### src/rtl/reprodutor_musica_pkg.sv
// Shared definitions for the music player and the recording control unit.
//   estado_t   : FSM state encodings (also exported on db_estado)
//   TEMPO_FIM  : duration value that marks the end of a stored song
//   NOTA_PAUSA : note value that means "rest" (buzzer stays off)
package reprodutor_musica_pkg;

    typedef enum logic [2:0] {
        OCIOSO    = 3'd0,
        BUSCA     = 3'd1,
        CARREGA   = 3'd2,
        TOCA      = 3'd3,
        INTERVALO = 3'd4,
        FIM       = 3'd5
    } estado_t;

    localparam logic [3:0] TEMPO_FIM  = 4'd0;
    localparam logic [3:0] NOTA_PAUSA = 4'd0;

endpackage

### src/rtl/contador_m.sv
// Modulo-M counter used as a cycle timer.
//   clock : system clock, rising edge
//   reset : asynchronous active-low reset
//   zera  : synchronous clear, has priority over conta
//   conta : count enable
//   fim   : high on the enabled cycle in which the count wraps from M-1 to 0
module contador_m #(
    parameter int M = 10
) (
    input  logic clock,
    input  logic reset,
    input  logic zera,
    input  logic conta,
    output logic fim
);

    localparam int N = (M > 1) ? $clog2(M) : 1;
    localparam logic [N-1:0] ULTIMO = N'(M - 1);

    logic [N-1:0] q;

    always_ff @(posedge clock or negedge reset) begin
        if (!reset) begin
            q <= '0;
        end else if (zera) begin
            q <= '0;
        end else if (conta) begin
            q <= (q == ULTIMO) ? '0 : q + N'(1);
        end
    end

    assign fim = conta && (q == ULTIMO);

endmodule

### src/rtl/reprodutor_musica.sv
// Music playback controller: walks the music RAM, plays each note for its
// duration in metronome beats, inserts a silent gap between notes.
//   clock, reset             : system clock / async active-low reset
//   inicia, para, pausa      : start pulse, abort, pause level
//   pulso_tempo              : one-cycle beat tick
//   mem_nota/tempo/fim       : RAM read data (one cycle after mem_addr)
//   mem_addr                 : RAM read address
//   nota, toca               : current note and buzzer enable (registered)
//   tocando, fim, db_estado  : busy, end-of-song pulse, state for debug
//
// state     | meaning
// OCIOSO    | idle, waiting for inicia
// BUSCA     | RAM read in flight for mem_addr
// CARREGA   | RAM data valid: latch note/duration or detect end of song
// TOCA      | note sounding, counting beats
// INTERVALO | silent gap between notes
// FIM       | one-cycle end-of-playback pulse
module reprodutor_musica
    import reprodutor_musica_pkg::*;
#(
    parameter int NUM_NOTAS  = 256,
    parameter int GAP_CYCLES = 1000
) (
    input  logic                         clock,
    input  logic                         reset,
    input  logic                         inicia,
    input  logic                         para,
    input  logic                         pausa,
    input  logic                         pulso_tempo,
    input  logic [3:0]                   mem_nota,
    input  logic [3:0]                   mem_tempo,
    input  logic                         mem_fim,
    output logic [$clog2(NUM_NOTAS)-1:0] mem_addr,
    output logic [3:0]                   nota,
    output logic                         toca,
    output logic                         tocando,
    output logic                         fim,
    output logic [2:0]                   db_estado
);

    localparam int AW = $clog2(NUM_NOTAS);
    localparam logic [AW-1:0] ULTIMO = AW'(NUM_NOTAS - 1);

    estado_t       estado, estado_d;
    logic [AW-1:0] addr_d;
    logic [3:0]    nota_d, duracao, duracao_d, batida, batida_d;
    logic          toca_d, fim_d;
    logic          gap_zera, gap_conta, gap_fim;

    contador_m #(.M(GAP_CYCLES)) u_gap (
        .clock (clock),
        .reset (reset),
        .zera  (gap_zera),
        .conta (gap_conta),
        .fim   (gap_fim)
    );

    always_ff @(posedge clock or negedge reset) begin
        if (!reset) begin
            estado   <= OCIOSO;
            mem_addr <= '0;
            nota     <= '0;
            duracao  <= '0;
            batida   <= '0;
            toca     <= 1'b0;
            fim      <= 1'b0;
        end else begin
            estado   <= estado_d;
            mem_addr <= addr_d;
            nota     <= nota_d;
            duracao  <= duracao_d;
            batida   <= batida_d;
            toca     <= toca_d;
            fim      <= fim_d;
        end
    end

    always_comb begin
        estado_d  = estado;
        addr_d    = mem_addr;
        nota_d    = nota;
        duracao_d = duracao;
        batida_d  = batida;
        gap_zera  = 1'b1;
        gap_conta = 1'b0;

        // para also blocks a simultaneous inicia while idle
        if (para && estado != OCIOSO) begin
            estado_d = OCIOSO;
        end else begin
            case (estado)
                OCIOSO: begin
                    if (inicia && !para) begin
                        addr_d   = '0;
                        estado_d = BUSCA;
                    end
                end
                BUSCA: begin
                    if (!pausa) estado_d = CARREGA;
                end
                CARREGA: begin
                    if (!pausa) begin
                        if (mem_fim || mem_tempo == TEMPO_FIM) begin
                            estado_d = FIM;
                        end else begin
                            nota_d    = mem_nota;
                            duracao_d = mem_tempo;
                            batida_d  = '0;
                            estado_d  = TOCA;
                        end
                    end
                end
                TOCA: begin
                    if (!pausa && pulso_tempo) begin
                        batida_d = batida + 4'd1;
                        if (batida + 4'd1 == duracao) estado_d = INTERVALO;
                    end
                end
                INTERVALO: begin
                    gap_zera  = 1'b0;
                    gap_conta = !pausa;
                    if (gap_fim) begin
                        // last RAM slot ends the song instead of wrapping
                        if (mem_addr == ULTIMO) begin
                            estado_d = FIM;
                        end else begin
                            addr_d   = mem_addr + AW'(1);
                            estado_d = BUSCA;
                        end
                    end
                end
                FIM:     estado_d = OCIOSO;
                default: estado_d = OCIOSO;
            endcase
        end

        // outputs are decoded from the next state so they leave the flops
        // aligned with the state register
        toca_d = (estado_d == TOCA) && (nota_d != NOTA_PAUSA) && !pausa;
        fim_d  = (estado_d == FIM);
    end

    assign tocando   = (estado != OCIOSO);
    assign db_estado = estado;

endmodule

### config.mk
export PLATFORM = sky130hd
export DESIGN_NAME = reprodutor_musica
export DESIGN_NICKNAME = d
export VERILOG_FILES = /design/src/rtl/reprodutor_musica_pkg.sv /design/src/rtl/contador_m.sv /design/src/rtl/reprodutor_musica.sv
export SDC_FILE = /design/constraint.sdc
export NUM_CORES = 1
export LEC_CHECK = 0
export ABC_CLOCK_PERIOD_IN_PS = 2300
export BUFFER_PORTS_ARGS = -buffer_cell sky130_fd_sc_hd__clkbuf_2
export CAP_MARGIN = 15
export CORE_MARGIN = 5
export CORE_UTILIZATION = 47
export CTS_CLUSTER_SIZE = 16
export DETAILED_ROUTE_END_ITERATION = 7
export PLACE_DENSITY = 0.72
export RECOVER_POWER = 100
export SLEW_MARGIN = 40
export SYNTH_ARGS = -nofsm -noshare
export SYNTH_HDL_FRONTEND = slang
export SYNTH_SLANG_ARGS = --single-unit
### constraint.sdc
create_clock -name clock -period 2.3 [get_ports clock]
set_clock_uncertainty 0.1 [all_clocks]
set_input_delay 0.23 -clock clock [delete_from_list [all_inputs] [get_ports clock]]
set_output_delay 0.23 -clock clock [all_outputs]
set_load 0.02 [all_outputs]
==> results of run 1 <==
[layout by cell type, fill, tap and decap left out, types with 3 or more instances in the layout]
cell type  instances
or3b_2             4
mux2_2             9
dfrtp_1           33
a31oi_1            9
nand2b_1           5
clkbuf_8           6
nand3b_1           5
nor3_1             3
o21ai_0           12
clkbuf_1          20
nor2_1             9
buf_4             17
nand2_1           15
or4_1              4
clkbuf_2          15
inv_1              6
nand3_1            9
a21oi_1            8
nor4_1             4
nor2b_1            5
nand4_1            6
o31ai_1            5
xnor2_1            6
or3_1              5
[stage by stage]
stage | instances | hold slack [ns] | TNS [ns] | area, sq um
finish | 321 | 0.08487 | -0.004779 | 2562
detailed placement | 306 | 0.1471 | -0.2034 | 2387
global route | 321 | 0.09514 | -0.3452 | 2562
global placement | 306 | 0.2821 | -0.05234 | 2385
floorplan | 216 | -0.1656 | -0.4949 | 2096
CTS | 320 | 0.08243 | -0.03466 | 2572
[timing repair]
item | CTS | global route
hold endpoints to repair | 35 | 0
setup buffers | 4 | 1
pin swaps | 3 | 5
gates resized for setup | 3 | 6
endpoints found under the setup margin | 3 | 8
cloned | 1 | 0
hold buffers | 1 | 0
[layout make-up]
| class | count | area [sq um] |
|---|---|---|
| clock buffer | 6 | 82.58 |
| clock inverter | 2 | 35.03 |
| fill | 401 | 1762 |
| inverter | 6 | 22.52 |
| multi-input combinational | 163 | 1147 |
| sequential | 35 | 878.3 |
| tap | 52 | 65.06 |
| timing repair buffer | 57 | 331.6 |
[cells by family (layout without fill, tap and decap cells)]
group	count (synthesis)	after routing	synth area share, %
muxes	10	10	5.381
buffers and inverters	18	71	4.050
xor gates and xnor gates	8	8	3.386
and+or+nand+nor	88	88	25.45
DFF	35	35	42.32
adders and majority gates	4	4	2.298
AOI/OAI and AO/OA	53	53	17.11
[flip-flops by register name, indices dropped and copies added, names as in the netlist]
name,flops
u_gap.q,10
mem_addr,8
batida,4
duracao,4
nota,4
db_estado,3
fim,1
toca,1
[per-layer routing]
layer | GRT usage (%) | up-vias | share of wire (%)
met4 | 6.119 | 0 | 1.4
met1 | 22.62 | 909 | 44
met2 | 29.11 | 40 | 50
met3 | 3.901 | 7 | 4.6
li1 | - | 916 | -
met5 | 0 | - | 0
[worst paths after layout]
check,cells past startpoint,end,slack [ns],start
min reg2reg,1,batida[3],0.42,batida[3]
max in group asynchronous,2,db_estado[1],1.03,reset
min,2,duracao[1],0.08,mem_tempo[1]
max,6,mem_addr[7],-0.005,u_gap.q[0]
max reg2reg,6,mem_addr[7],-0.005,u_gap.q[0]
min in group asynchronous,2,mem_addr[3],0.47,reset
[where the power goes]
group          switching [mW]  internal, mW
sequential             0.0535         0.694
combinational           0.317         0.230
clock                   0.231         0.351
[worst max-delay path, stage by stage (launching register included)]
cell and delay (ns):
dfrtp_1 0.37, ha_2 0.19, or3b_4 0.38, or4_4 0.50, buf_6 0.15, or4_4 0.41
a21oi_2 0.14
==> reports/qor.txt, run 1 <==
status - finished, violations left
violated checks - setup timing
Final setup viols - 1
Clock Pin Slew Worst Setup and Hold Paths - 0.07 ns
most common cell in the synthesized netlist - dfrtp_1
pre-CTS WS - -0.07427 ns
Die Height - 76.36 um
PwrDens - 732.2 nW/um^2
number of synthesized flops with an enable pin - 0
DRT Pass-1 Iters - 4
register bit total from synthesis - 35
Max-slew headroom - 43.06%
FMAX - 433.9 MHz
CTS tree - yes
Avg Cell Area, Syn - 9.581 sq um
Mapped Nets - 234
worst endpoint data arrival time - 2.43 ns
Clock Latency Late Sink - 0.29 ns
drt total wl - 4882 um
max-slew violations - 0
maximum VDD drop - 0.4950 mV
Fin. Hold Viols - 0
Core ar. - 4324 sq um
first-pass GRT wire length - 8562 um
Design Power - 1.876 mW
critical path type - flop to flop
Area contributors post-synth - dfrtp_1 42%, mux2_2 4.9%, o21ai_0 2.9%
clock root buffer - clkbuf_8
n_diodes - 0
Worst Hold Class - primary input to flop
final worst setup slack - -0.004779 ns
routability cong. - 0.8988
part of the cycle the worst path needs - 100.2%
max-cap violations - 0
Total Routing Usage GR - 17.62%
Post-route DRC - 0
H-tree depth - 2
Initial Util - 47.86%
Netlist Area Pre-Place - 2069 sq um
top_reg_cell synth - dfrtp_1
Worst Setup End Kind - flop
Final Critical Period - 2.305 ns
RSZ-0062 raised after global routing - yes
antenna violations before repair - 0
Sinks on Clock Net - 35
Pleak - 1.084 nW
Post-synth top cells - 35 x dfrtp_1, 15 x nand2_1, 12 x o21ai_0
Wirelength per Cell - 15.21 um
CTS Buf Count - 5
port bufs - 32
Die Footprint - 5830 sq um
largest net degree at the start of global routing - 36
Synth cell types - 50
Worst EP required - 2.43 ns
async set-reset flop share out of synthesis - 100.0%
layout cell share with drive strength beyond 1 - 25.65%
row cnt - 24
area delta synth->final - 23.82%
Clock Tree Buf Depth - 2
Worst-Margin Slew - 0.8541 ns
ANT nets after route - 0
area leader, netlist - dfrtp_1
NumNets Final - 286
Via density - 5.832
crit-path max FO - 6
Initial DRC Count - 111
vias in the first global route - 1852
GRT Residual Overflow - 0
Seq/Total Area, Yosys - 42.32%
vias - 1872
Final Util - 59.26%
Post-Synthesis Cells - 216
DP Wirelength - 3523 um
Die W - 76.36 um
top cell type's share of synthesized area - 42.32%
IO Count - 33
Synth warnings - 0
CP startpoint kind - flop
Power figures use the tool's default switching activity.
==> run 2, diff against run 1 <==
Settings changed: ABC_AREA set to 1.
==> run 2 against run 1 <==
- the flow now finishes without violations
- via count down 7.4%
- combinational power is 31% higher
- wire length fell by 13%
- sequential share of layout area increased by 4.3 points
- total power increased by 15%
- register-to-register slack improved by 0.46 ns
- setup slack improved by 0.46 ns
- design area decreased by 11%
==> reports/qor.txt, run 2 <==
status - complete, no violations
pre-CTS WS - 0.4866 ns (+0.5608 ns)
Mapped Nets - 274 (+17%)
NumNets Final - 314 (+9.8%)
worst endpoint data arrival time - 1.95 ns (-0.48 ns)
Sinks on Clock Net - 35 (unchanged)
DRT Pass-1 Iters - 4 (unchanged)
setup bufs post-CTS - 0 (-4)
clock root buffer - clkbuf_8
Final setup viols - 0 (-1)
Max-slew headroom - 42.50% (-0.56 points)
post-synthesis compound-gate area fraction - 11.79% (-5.3 points)
HP Start - mem_tempo[3]
Die W - 74.80 um (-2.0%)
Worst Hold Class - primary input to flop
Clock Pin Slew Worst Setup and Hold Paths - 0.07 ns (about the same)
Post-Synth Simple-Gate Area - 30.06% (+4.6 points)
max-slew violations - 0 (unchanged)
H-tree depth - 2 (unchanged)
area delta synth->final - 14.97%
Regs by FF count - u_gap.q (10), mem_addr (8)
most common cell in the synthesized netlist - nand2_1
Core ar. - 4029 sq um (-6.8%)
max-cap violations - 0 (unchanged)
register bit total from synthesis - 35 (unchanged)
area of the multi-input gates - 922.1 sq um (-20%)
vias in the first global route - 1662 (-10%)
Die Footprint - 5594 sq um (-4.0%)
Die Height - 74.80 um (-2.0%)
first-pass GRT wire length - 7355 um (-14%)
top cell type's share of synthesized area - 44.39% (+2.1 points)
layout cell share with drive strength beyond 1 - 10.44% (-15 points)
vias - 1733 (-7.4%)
Final Critical Period - 1.848 ns (-0.4567 ns)
crit-path max FO - 7 (+1)
critical path type - flop to flop
Wirelength per Cell - 12.27 um (-19%)
maximum VDD drop - 0.5923 mV (+20%)
Clock Tree Buf Depth - 2 (unchanged)
Worst Setup End Kind - flop
CP startpoint kind - flop
Synth cell types - 31 (-38%)
async set-reset flop share out of synthesis - 100.0% (unchanged)
top_reg_cell synth - dfrtp_1
Post-Synth Adder-Cell Area - 1.902% (-0.40 points)
Worst EP required - 2.40 ns (-0.03 ns)
n_diodes - 0 (unchanged)
Reg-to-Reg Start - u_gap.q[0]
row cnt - 23 (-4.2%)
Clock Latency Late Sink - 0.29 ns (about the same)
commonest non-fill, non-tap cell in the layout - nand2_1
Post-synth top cells - 78 x nand2_1, 35 x dfrtp_1, 33 x inv_1
Netlist Area Pre-Place - 1973 sq um (-4.7%)
Fin. Hold Viols - 0 (unchanged)
placed cell areas - 2195 sq um (-8.1%)
DP Wirelength - 3243 um (-7.9%)
Seq/Total Area, Yosys - 44.39% (+2.1 points)
fin area - 2268 sq um (-11%)
Total Routing Usage GR - 17.21% (-0.41 points)
Synth warnings - 0 (unchanged)
part of the cycle the worst path needs - 80.35% (-20 points)
CTS Buf Count - 5 (unchanged)
Area contributors post-synth - dfrtp_1 44%, nand2_1 15%, inv_1 6.3%
number of synthesized flops with an enable pin - 0 (unchanged)
Top reg by flops - u_gap.q
Reg area - 875.8 sq um (-0.28%)
final worst setup slack - 0.4519 ns (+0.4567 ns)
CTS tree - yes
PwrDens - 947.1 nW/um^2 (+29%)
GRT Residual Overflow - 0 (unchanged)
post-synthesis mux area share - 0% (-5.4 points)
setup TNS - 0 ns (+0.004779 ns)
Via density - 4.994 (-14%)
RSZ-0062 raised after global routing - no
main combinational cell family by area after synthesis - simple AND/OR/NAND/NOR gates
Initial DRC Count - 64 (-42%)
worst setup path startpoint - u_gap.q[0]
largest net degree at the start of global routing - 36 (unchanged)
area leader, netlist - dfrtp_1
Avg Cell Area, Syn - 7.708 sq um (-20%)
IO Count - 33 (unchanged)
Pleak - 1.108 nW (+2.2%)
filler cell count - 427 (+6.5%)
port bufs - 32 (unchanged)
antenna violations before repair - 0 (unchanged)
FMAX - 541.1 MHz (+25%)
Initial Util - 48.98% (+1.1 points)
max reg flops - 10 (unchanged)
drt total wl - 4259 um (-13%)
Worst-Margin Slew - 0.8625 ns (+0.008412 ns)
xor/xnor share of the synthesized area - 4.439% (+1.1 points)
routability cong. - 0.8639 (-3.9%)
ANT nets after route - 0 (unchanged)
Post-Synthesis Cells - 256 (+19%)
Post-route DRC - 0 (unchanged)
highest-count cells in the layout ignoring fill and taps - 78 x nand2_1, 35 x inv_1, 35 x dfrtp_1
run 2: cells by family after synthesis:
family                   after synthesis
XOR/XNOR                              10
flip-flops                            35
AND/OR/NAND/NOR                      134
buffers and inverters                 37
AO/OA/AOI/OAI                         37
adder cells (fa/ha/maj)                3
run 2: layout make-up:
type | count | share of cell area (%)
Clock buffer | 6 | 3.640
Clock inverter | 2 | 1.544
Inverter | 36 | 5.957
Multi-Input combinational cell | 184 | 40.65
Sequential cell | 35 | 38.61
Tap cell | 50 | 2.758
Timing Repair Buffer | 34 | 6.839
run 2: path summary, 6_finish.rpt:
path                          endpoint  slack (ns)  cells past startpoint
setup / recovery            u_gap.q[7]        0.45                     10
max in group asynchronous   u_gap.q[7]        1.08                      2
min in group asynchronous  mem_addr[5]        0.48                      2
hold reg to reg             duracao[2]        0.39                      2
setup reg to reg            u_gap.q[7]        0.45                     10
hold / removal              duracao[3]        0.06                      3
run 2: metal layers:
layer | part of all wire [%] | global-route usage, % | up-vias
li1 | - | - | 905
met1 | 49 | 22.87 | 797
met2 | 44 | 27.22 | 24
met3 | 5.1 | 5.474 | 7
met4 | 1.3 | 4.743 | 0
met5 | 0 | 0 | -
run 2: timing repair:
action                                  in CTS  in global routing
hold buffers                                 1                  0
gates resized for setup                      0                  0
hold endpoints to repair                    35                  0
endpoints found under the setup margin       0                  0
run 2: critical path, cell delays in order, from the launching register on:
cell and delay, ns:
dfrtp_1 0.41, ha_1 0.22, nand2_1 0.06, inv_1 0.06, nand2_1 0.06, nor2_1 0.05, nor3_2 0.21, inv_1 0.19
o21ai_0 0.25, nand2_1 0.07, o21ai_0 0.08
run 2: power breakdown:
group | total (mW) | internal (mW) | switching [mW]
logic | 0.718 | 0.224 | 0.494
registers | 0.856 | 0.738 | 0.118
clock network | 0.575 | 0.350 | 0.224
run 2: stage by stage:
step | power [mW] | util (%) | std cells | hold WS, ns
after detailed placement | 1.622 | 54.47 | 338 | 0.1488
after floorplan | 1.404 | - | 256 | -0.1656
after CTS | 2.205 | 57.64 | 347 | 0.05826
after global placement | 1.611 | 54.41 | 338 | 0.2921
after global routing | 2.311 | 56.30 | 347 | 0.06482
final | 2.148 | 56.30 | 347 | 0.05987
